**config.mk**
```make
export PLATFORM = sky130hd
export DESIGN_NAME = bus_arbiter
export DESIGN_NICKNAME = d
export VERILOG_FILES = /design/src/rtl/bus_arbiter.sv
export SDC_FILE = /design/constraint.sdc
export NUM_CORES = 1
export LEC_CHECK = 0
export BUFFER_PORTS_ARGS = -buffer_cell sky130_fd_sc_hd__buf_2
export CORE_UTILIZATION = 46
export CTS_BUF_LIST = sky130_fd_sc_hd__clkbuf_8
export DETAILED_ROUTE_END_ITERATION = 8
export GPL_TIMING_DRIVEN = 1
export PLACE_DENSITY = 0.85
export SLEW_MARGIN = 20
export SYNTH_ARGS = -nofsm -noshare
export SYNTH_HDL_FRONTEND = slang
export SYNTH_SLANG_ARGS = --single-unit
```
**constraint.sdc**
```tcl
create_clock -name clk -period 3.8 [get_ports clk]
set_clock_uncertainty 0.15 [all_clocks]
set_input_delay 0.38 -clock clk [delete_from_list [all_inputs] [get_ports clk]]
set_output_delay 0.38 -clock clk [all_outputs]
set_load 0.005 [all_outputs]
```
**src/rtl/bus_arbiter.sv**
```systemverilog
`default_nettype none
// ============================================================================
//  Module   : bus_arbiter
//  Purpose  : Round-robin arbiter and sequencer for the shared CPU register
//             bus. Serialises single read/write requests from NREQ masters
//             onto cs/op/addr/wr_data, returns ack and read data to the
//             winning requester.
//  Options  : BUS_ARBITER_FIXED_PRIO_EN - when defined, the lowest requester
//             index always wins and the last-grant pointer is not kept.
//  Revision : 1.0 - initial release
// ============================================================================
module bus_arbiter #(
   parameter int NREQ   = 4,
   parameter int AW     = 16,
   parameter int DW     = 16,
   parameter int RD_LAT = 2
) (
   input  logic              clk,
   input  logic              rst_n,
   input  logic [NREQ-1:0]   req,
   input  logic [NREQ-1:0]   req_op,
   input  logic [NREQ*AW-1:0] req_addr,
   input  logic [NREQ*DW-1:0] req_wdata,
   output logic [NREQ-1:0]   gnt,
   output logic [NREQ-1:0]   ack,
   output logic [DW-1:0]     rdata,
   output logic              busy,
   output logic              bus_cs,
   output logic              bus_op,
   output logic [AW-1:0]     bus_addr,
   output logic [DW-1:0]     bus_wr_data,
   input  logic [DW-1:0]     bus_rd_data
);

   // Requester index width; a single requester still needs one bit.
   localparam int c_PTR_W = (NREQ > 1) ? $clog2(NREQ) : 1;
   // Read-latency counter holds 1..RD_LAT.
   localparam int c_CNT_W = $clog2(RD_LAT + 1);

   localparam logic [c_PTR_W-1:0] c_LAST_IDX   = c_PTR_W'(NREQ - 1);
   localparam logic [c_PTR_W:0]   c_NREQ_EXT   = (c_PTR_W + 1)'(NREQ);
   localparam logic [c_CNT_W-1:0] c_RD_LAT_CNT = c_CNT_W'(RD_LAT);

   typedef enum logic [1:0] {
      S_IDLE  = 2'd0,
      S_ISSUE = 2'd1,
      S_WAIT  = 2'd2,
      S_DONE  = 2'd3
   } state_t;

   state_t               r_state;
   logic [NREQ-1:0]      r_gnt;
   logic [NREQ-1:0]      r_ack;
   logic [DW-1:0]        r_rdata;
   logic                 r_busy;
   logic                 r_bus_cs;
   logic                 r_bus_op;
   logic [AW-1:0]        r_bus_addr;
   logic [DW-1:0]        r_bus_wr_data;
   logic [c_CNT_W-1:0]   r_cnt;
`ifndef BUS_ARBITER_FIXED_PRIO_EN
   logic [c_PTR_W-1:0]   r_last;
   logic [c_PTR_W-1:0]   r_win;
`endif

   logic [c_PTR_W-1:0]   w_start;
   logic [2*NREQ-1:0]    w_dbl;
   logic [NREQ-1:0]      w_rot;
   logic [c_PTR_W-1:0]   w_off;
   logic [c_PTR_W:0]     w_sum;
   logic [c_PTR_W-1:0]   w_winner;
   logic                 w_sel_op;
   logic [AW-1:0]        w_sel_addr;
   logic [DW-1:0]        w_sel_wdata;
   logic [NREQ-1:0]      w_gnt_onehot;

   // Search start: one past the previous winner (round-robin) or index 0.
`ifdef BUS_ARBITER_FIXED_PRIO_EN
   assign w_start = '0;
`else
   assign w_start = (r_last == c_LAST_IDX) ? '0 : r_last + c_PTR_W'(1);
`endif

   // Rotate the request vector so the search start lands on bit 0.
   assign w_dbl = {req, req};
   assign w_rot = NREQ'(w_dbl >> w_start);

   // Lowest set bit of the rotated vector is the offset of the winner.
   always_comb begin
      w_off = '0;
      for (int i = NREQ - 1; i >= 0; i--) begin
         if (w_rot[i]) begin
            w_off = c_PTR_W'(i);
         end
      end
   end

   // Undo the rotation modulo NREQ to get the absolute winner index.
   assign w_sum    = {1'b0, w_start} + {1'b0, w_off};
   assign w_winner = (w_sum >= c_NREQ_EXT) ? c_PTR_W'(w_sum - c_NREQ_EXT)
                                           : w_sum[c_PTR_W-1:0];

   // Pick out the winner's op/addr/wdata and build its one-hot grant.
   always_comb begin
      w_sel_op     = 1'b0;
      w_sel_addr   = '0;
      w_sel_wdata  = '0;
      w_gnt_onehot = '0;
      for (int i = 0; i < NREQ; i++) begin
         if (w_winner == c_PTR_W'(i)) begin
            w_sel_op        = req_op[i];
            w_sel_addr      = req_addr[i*AW +: AW];
            w_sel_wdata     = req_wdata[i*DW +: DW];
            w_gnt_onehot[i] = 1'b1;
         end
      end
   end

   // Transaction sequencer: arbitrate, issue, wait for read data, complete.
   always_ff @(posedge clk or negedge rst_n) begin
      if (!rst_n) begin
         r_state       <= S_IDLE;
         r_gnt         <= '0;
         r_ack         <= '0;
         r_rdata       <= '0;
         r_busy        <= 1'b0;
         r_bus_cs      <= 1'b0;
         r_bus_op      <= 1'b0;
         r_bus_addr    <= '0;
         r_bus_wr_data <= '0;
         r_cnt         <= '0;
`ifndef BUS_ARBITER_FIXED_PRIO_EN
         r_last        <= c_LAST_IDX;
         r_win         <= '0;
`endif
      end else begin
         case (r_state)
            S_IDLE: begin
               if (|req) begin
                  // Fields are latched here; later changes by the
                  // requester have no effect on this transaction.
                  r_gnt         <= w_gnt_onehot;
                  r_bus_op      <= w_sel_op;
                  r_bus_addr    <= w_sel_addr;
                  r_bus_wr_data <= w_sel_wdata;
                  r_bus_cs      <= 1'b1;
                  r_busy        <= 1'b1;
`ifndef BUS_ARBITER_FIXED_PRIO_EN
                  r_win         <= w_winner;
`endif
                  r_state       <= S_ISSUE;
               end
            end
            S_ISSUE: begin
               r_bus_cs <= 1'b0;
               if (r_bus_op) begin
                  r_ack   <= r_gnt;
                  r_state <= S_DONE;
               end else begin
                  r_cnt   <= c_CNT_W'(1);
                  r_state <= S_WAIT;
               end
            end
            S_WAIT: begin
               // r_cnt is the number of the WAIT cycle now in progress.
               if (r_cnt == c_RD_LAT_CNT) begin
                  r_rdata <= bus_rd_data;
                  r_ack   <= r_gnt;
                  r_cnt   <= '0;
                  r_state <= S_DONE;
               end else begin
                  r_cnt   <= r_cnt + c_CNT_W'(1);
               end
            end
            S_DONE: begin
               r_ack   <= '0;
               r_gnt   <= '0;
               r_busy  <= 1'b0;
`ifndef BUS_ARBITER_FIXED_PRIO_EN
               r_last  <= r_win;
`endif
               r_state <= S_IDLE;
            end
            default: begin
               r_state <= S_IDLE;
            end
         endcase
      end
   end

   assign gnt         = r_gnt;
   assign ack         = r_ack;
   assign rdata       = r_rdata;
   assign busy        = r_busy;
   assign bus_cs      = r_bus_cs;
   assign bus_op      = r_bus_op;
   assign bus_addr    = r_bus_addr;
   assign bus_wr_data = r_bus_wr_data;

endmodule
`default_nettype wire

```
=== Yosys cells after proc, flatten, opt, wreduce, memory -nomap -nowiden ===
Index checks and enable logic that the tools add are counted.

* Flip-flop bits (word level): 67
* Output and inout bits: 59
* Logic and storage cells: 81

* Add/sub/neg operators: 4
* Reductions and logical operators: 14
* Multiplexer cells: 37
* Equal/unequal tests: 12
* Order comparisons: 1
* Shifts and indexed selects: 1

{| class="wikitable"
|+ Operators by type and width
! cell !! number
|-
| $mux 16 || 8
|-
| $mux 2 || 10
|-
| $eq 2x2->1 const B || 6
|-
| $mux 4 || 3
|-
| $pmux 4 s3 || 1
|-
| $reduce_and 2->1 || 6
|-
| $mux 1 || 10
|-
| $ne 2x2->1 const B || 4
|-
| $pmux 2 s4 || 1
|-
| $pmux 4 s2 || 1
|-
| $shr 8x2->4 || 1
|-
| $reduce_bool 2->1 || 3
|-
| $add 2x1->2 const B || 2
|-
| $eq 2x1->1 const B || 2
|-
| $logic_not 2->1 || 2
|-
| $pmux 1 s2 || 2
|-
| $pmux 2 s2 || 1
|-
| $reduce_or 4->1 || 1
|-
| $add 2x2->3 || 1
|-
| $ge 3x3->1 const B || 1
|-
| $reduce_and 3->1 || 1
|-
| $reduce_bool 3->1 || 1
|-
| $sub 2x1->2 const B || 1
|}

=== Longest topological paths before layout ===
* Word-level depth: 15
* Mapped depth: 13
* Depth with buffers taken out: 11

=== Least setup slack after synthesis ===
OpenSTA, ideal clock, no wires.

* Kind: register to register
* From: register r_last[0]
* To: register r_bus_addr[0], in the netlist bus_addr[0]
* Setup time: 142 ps
* Data arrival time: 2552 ps
* Buffers on the path: 2
* Period minus slack after synthesis: 2844 ps
* Path slack: 956 ps
* Stages on the path, launching flop included: 12
* Cell sequence: dfstp_2 > ha_1 > buf_2 > nor2b_1 > a21oi_1 > o21ai_0 > ha_1 > xnor2_1 > xnor2_4 > buf_6 > mux2i_1 > o221ai_1

* Longest elaborated chain between the ends: 15
* Elaborated cells on any way between the ends: 20
* Those cells by class: 3 x add/sub; 1 x order compare; 4 x eq/ne; 1 x shift; 10 x mux; 1 x reduce/logical

{| class="wikitable"
|+ Ends and longest elaborated chain
! element !! RTL line !! source
|-
| from (decl) || 62 || <nowiki>logic [c_PTR_W-1:0] r_last;</nowiki>
|-
| from (signal assigned) || 133 || <nowiki>r_last <= c_LAST_IDX;</nowiki>
|-
| from (signal assigned) || 180 || <nowiki>r_last <= r_win;</nowiki>
|-
| $add 2x1->2 or $eq 2x2->1 (tied branches) || 81 || <nowiki>assign w_start = (r_last == c_LAST_IDX) ? '0 : r_last + c_PTR_W'(1);</nowiki>
|-
| $mux 2 * || 81 ||
|-
| $shr 8x2->4 || 86 || <nowiki>assign w_rot = NREQ'(w_dbl >> w_start);</nowiki>
|-
| $mux 2 (4 in a row) || 92 || <nowiki>if (w_rot[i]) begin</nowiki>
|-
| $add 2x2->3 * || 99 || <nowiki>assign w_sum = {1'b0, w_start} + {1'b0, w_off};</nowiki>
|-
| $ge 3x3->1 or $sub 2x1->2 (tied branches) || 100 || <nowiki>assign w_winner = (w_sum >= c_NREQ_EXT) ? c_PTR_W'(w_sum - c_NREQ_EXT)</nowiki>
|-
| $mux 2 * || 100 ||
|-
| $logic_not 2->1 || 110 || <nowiki>if (w_winner == c_PTR_W'(i)) begin</nowiki>
|-
| $mux 16 (3 in a row) || 110 ||
|-
| $mux 16 * || 110 ||
|-
| to (signal assigned) || 144 || <nowiki>r_bus_addr <= w_sel_addr;</nowiki>
|-
| to (decl) || 58 || <nowiki>logic [AW-1:0] r_bus_addr;</nowiki>
|}

Every way passes the cells marked *; elsewhere a longest branch is shown, timed or not.
A chain may end at the register's enable or synchronous reset.

=== Final worst setup path ===
* From: register r_last[0]
* To: register r_bus_addr[11], in the netlist bus_addr[11]

The elaborated chain is that of the path after synthesis.

==> metrics.txt <==
# TYPE chip_impl_metric gauge
chip_impl_info{name="setup.worst_path.class",value="flop to flop"} 1
chip_impl_metric{name="timing.fmax",unit="MHz"} 291
chip_impl_metric{name="critPathArrivalTime",unit="ps"} 3500
chip_impl_metric{name="maxCapViolations",unit=""} 0
chip_impl_metric{name="portion_of_synthesized_cell_area_occupied_by_the_leading_cell_type",unit=""} 0.441
chip_impl_metric{name="ios",unit=""} 213
chip_impl_info{name="hold_path_class",value="primary input to flop"} 1
chip_impl_metric{name="post_cts_resize_count",unit=""} 0
chip_impl_metric{name="die_y",unit="um"} 91.5
chip_impl_metric{name="synth-warning-count",unit=""} 0
chip_impl_info{name="endpoint_kind",value="flop"} 1
chip_impl_metric{name="floorplan.initialDensity",unit=""} 0.477
chip_impl_metric{name="number_of_antenna_violations_at_the_first_check_in_global_routing",unit=""} 0
chip_impl_metric{name="detail_route.wl_per_cell",unit="um"} 16.3
chip_impl_metric{name="finalPower",unit="mW"} 5.27
chip_impl_metric{name="finalWirelength",unit="mm"} 10.4
chip_impl_metric{name="synth_cell_types",unit=""} 40
chip_impl_metric{name="irDropWorstVdd",unit="uV"} 594
chip_impl_metric{name="fp-row-count",unit=""} 32
chip_impl_info{name="tritoncts",value="yes"} 1
chip_impl_metric{name="syn_inst",unit=""} 326
chip_impl_metric{name="synth.avg_cell_area",unit="um2"} 11.3
chip_impl_metric{name="routed_antenna_nets",unit=""} 0
chip_impl_metric{name="maximum_root_to_sink_buffer_count",unit=""} 2
chip_impl_info{name="outcome",value="finished, final reports clean"} 1
chip_impl_metric{name="synth_fp_nets",unit=""} 486
chip_impl_metric{name="viasPerCell",unit=""} 5.41
chip_impl_metric{name="fin_nets",unit=""} 695
chip_impl_metric{name="grt_usage",unit=""} 0.251
chip_impl_metric{name="synth.yosys.seq_area_share",unit=""} 0.455
chip_impl_metric{name="total_instance_count_after_detailed_placement",unit=""} 624
chip_impl_metric{name="finalHoldViolCount",unit=""} 0
chip_impl_metric{name="detailedRoute.firstPassIterationCount",unit=""} 4
chip_impl_info{name="synth.area.top_cells",value="sky130_fd_sc_hd__dfrtp_1 (44%), sky130_fd_sc_hd__mux2i_1 (18%), sky130_fd_sc_hd__o221ai_1 (8.1%)"} 1
chip_impl_info{name="rsz0062_at_grt",value="false"} 1
chip_impl_metric{name="antennaDiodeCount",unit=""} 0
chip_impl_metric{name="maxSlewHeadroom",unit=""} 0.381
chip_impl_metric{name="numClockSinks",unit=""} 67
chip_impl_info{name="critical_path.startpoint_type",value="flop"} 1
chip_impl_info{name="cts_root_buffer",value="sky130_fd_sc_hd__clkbuf_8"} 1
chip_impl_metric{name="cts_buffer_count",unit=""} 9
chip_impl_metric{name="first_iter_violations",unit=""} 120
chip_impl_metric{name="slew_viol_final",unit=""} 0
chip_impl_metric{name="grt_max_degree",unit=""} 36
chip_impl_metric{name="port_buffers",unit=""} 212
chip_impl_metric{name="grt.overflow.total",unit=""} 0
chip_impl_info{name="mostFrequentLayoutCells",value="sky130_fd_sc_hd__buf_2 (212), sky130_fd_sc_hd__mux2i_1 (66), sky130_fd_sc_hd__dfrtp_1 (65)"} 1
chip_impl_metric{name="seqCellArea",unit="um2"} 1680
chip_impl_metric{name="synth-edff-count",unit=""} 0
chip_impl_metric{name="area_used_by_multi_input_combinational_logic",unit="um2"} 1850
chip_impl_metric{name="synth.ff_latch_count",unit=""} 67
chip_impl_metric{name="place.gp.congestion",unit=""} 0.812
chip_impl_metric{name="clock_insertion_delay_worst_skew",unit="ps"} 340
chip_impl_metric{name="htreeDepth",unit=""} 3
chip_impl_metric{name="mappedNetlistArea",unit="um2"} 3690
chip_impl_metric{name="finalCritPeriodShare",unit=""} 0.905
chip_impl_metric{name="drive_gt1_frac",unit=""} 0.483
chip_impl_metric{name="total_leakage_power",unit="nW"} 2.69
chip_impl_metric{name="core_region",unit="um2"} 7730
chip_impl_metric{name="cp_max_fo",unit=""} 25
chip_impl_metric{name="finish.cell_count_without_fillers",unit=""} 642
chip_impl_info{name="netlist.top_cell.by_area",value="sky130_fd_sc_hd__dfrtp_1"} 1
chip_impl_metric{name="power-per-cell-area",unit="nW/um2"} 1040
chip_impl_metric{name="fin_hold_ws",unit="ps"} 110
chip_impl_info{name="most_common_library_cell_in_the_layout_ignoring_fill_and_taps",value="sky130_fd_sc_hd__buf_2"} 1
chip_impl_metric{name="worst_slew_pin_slew",unit="ps"} 929
chip_impl_metric{name="path_clk_slew",unit="ps"} 80
chip_impl_metric{name="async_s_r_ff_share_synth",unit=""} 1.00
chip_impl_metric{name="worst_ep_required",unit="ps"} 3860
chip_impl_metric{name="vias",unit=""} 3475
chip_impl_metric{name="setup-violations-final",unit=""} 0
chip_impl_metric{name="fill_cells",unit=""} 608
chip_impl_metric{name="syn2layout_area_growth",unit="%"} 36.9
chip_impl_metric{name="drt_drc_violations_left",unit=""} 0
chip_impl_metric{name="dieArea",unit="um2"} 8380
chip_impl_metric{name="grt_first_pass_wirelength",unit="mm"} 16.4
chip_impl_metric{name="period_minus_slack",unit="ps"} 3440
chip_impl_metric{name="dieWidth",unit="um"} 91.5
chip_impl_metric{name="finalSetupTns",unit="ps"} 0
chip_impl_metric{name="number_of_global_route_vias_before_repair",unit=""} 3392
chip_impl_metric{name="detailedPlacementHpwl",unit="mm"} 7.80
chip_impl_info{name="synthFlopType",value="sky130_fd_sc_hd__dfrtp_1"} 1
[metrics by stage]
stage	instance area (um2)	setup WS [ps]	util
after floorplan	3690	956	-
after global placement	4810	338	0.622
after detailed placement	4810	191	0.622
after CTS	5030	180	0.651
after global routing	5050	96.2	0.653
final	5050	361	0.653
[routing by layer]
layer	track usage	up-vias	part of all wire
met5	0	-	0
met4	0.0860	0	0.018
met3	0.0553	17	0.061
met2	0.425	157	0.51
met1	0.316	1660	0.41
li1	-	1641	-
[cell type report]
| cell class | instances | area share |
|---|---|---|
| Multi-Input combinational cell | 229 | 0.366 |
| Sequential cell | 67 | 0.333 |
| Timing Repair Buffer | 220 | 0.227 |
| Tap cell | 102 | 0.0253 |
| Clock buffer | 9 | 0.0245 |
| Clock inverter | 7 | 0.0183 |
| Inverter | 8 | 0.00595 |
[synth_stat cells, drive strengths merged (2+ instances only)]
master / instances
a211oi: 2
dfrtp: 65
ha: 6
mux2: 19
nand3: 2
buf: 11
o21ai: 10
dfstp: 2
nand3b: 5
nor2b: 4
xnor2: 2
o221ai: 34
inv: 8
clkbuf: 12
a21oi: 3
nand2b: 3
nor3: 2
mux2i: 66
a22oi: 3
nand2: 47
nor2: 5
[what timing repair did]
item / in CTS / in global routing
buffers inserted: 0 / 0
setup endpoints to repair: 0 / 7
hold buffers: 1 / 0
hold endpoints to repair: 29 / 0
[path summary, 6_finish.rpt]
| kind | start | endpoint | slack, ps | cells past startpoint |
|---|---|---|---|---|
| max | r_last[0]$_DFFE_PN1P_ | bus_addr[11]$_DFFE_PN0P_ | 360 | 12 |
| min | bus_rd_data[4] | rdata[4]$_DFFE_PN0P_ | 110 | 2 |
| max reg2reg | r_last[0]$_DFFE_PN1P_ | bus_addr[11]$_DFFE_PN0P_ | 360 | 12 |
| min reg2reg | r_win[0]$_DFFE_PN0P_ | r_win[0]$_DFFE_PN0P_ | 330 | 2 |
| max in group asynchronous | rst_n | r_last[0]$_DFFE_PN1P_ | 2240 | 3 |
| min in group asynchronous | rst_n | rdata[8]$_DFFE_PN0P_ | 450 | 2 |
[critical path, cell delays in order (launching register included)]
cell and delay (ps):
sky130_fd_sc_hd__dfstp_2 600, sky130_fd_sc_hd__ha_1 290, sky130_fd_sc_hd__nand2_1 100, sky130_fd_sc_hd__a21oi_1 140
sky130_fd_sc_hd__nor2_1 50, sky130_fd_sc_hd__a21oi_1 110, sky130_fd_sc_hd__o21ai_0 110, sky130_fd_sc_hd__ha_1 220
sky130_fd_sc_hd__xnor2_1 500, sky130_fd_sc_hd__xnor2_4 310, sky130_fd_sc_hd__buf_12 280, sky130_fd_sc_hd__mux2i_1 270
sky130_fd_sc_hd__o221ai_1 150
[state kept, by name, indices dropped and copies added (netlist names)]
name	cells
bus_addr	16
bus_wr_data	16
rdata	16
ack	4
gnt	4
r_cnt	2
r_last	2
r_state	2
r_win	2
bus_cs	1
bus_op	1
busy	1
[cells by family (layout without fill, tap and decap cells)]
family                     Yosys count  after routing  share of synthesized area
xor gates and xnor gates             3              4                     0.0122
AOI/OAI and AO/OA                   62             62                      0.138
buffers and inverters               31            244                     0.0482
adders and majority gates            6              6                     0.0204
muxes                               85             85                      0.237
and+or+nand+nor                     72             72                     0.0889
DFF                                 67             67                      0.455
[report_power, final]
part	internal [mW]	total, mW	switching, mW
Combinational	1.61	3.34	1.72
Clock	0.368	0.652	0.284
Sequential	1.08	1.28	0.202
Total	3.06	5.27	2.21
Note: power is estimated with default switching activity, not from simulation.
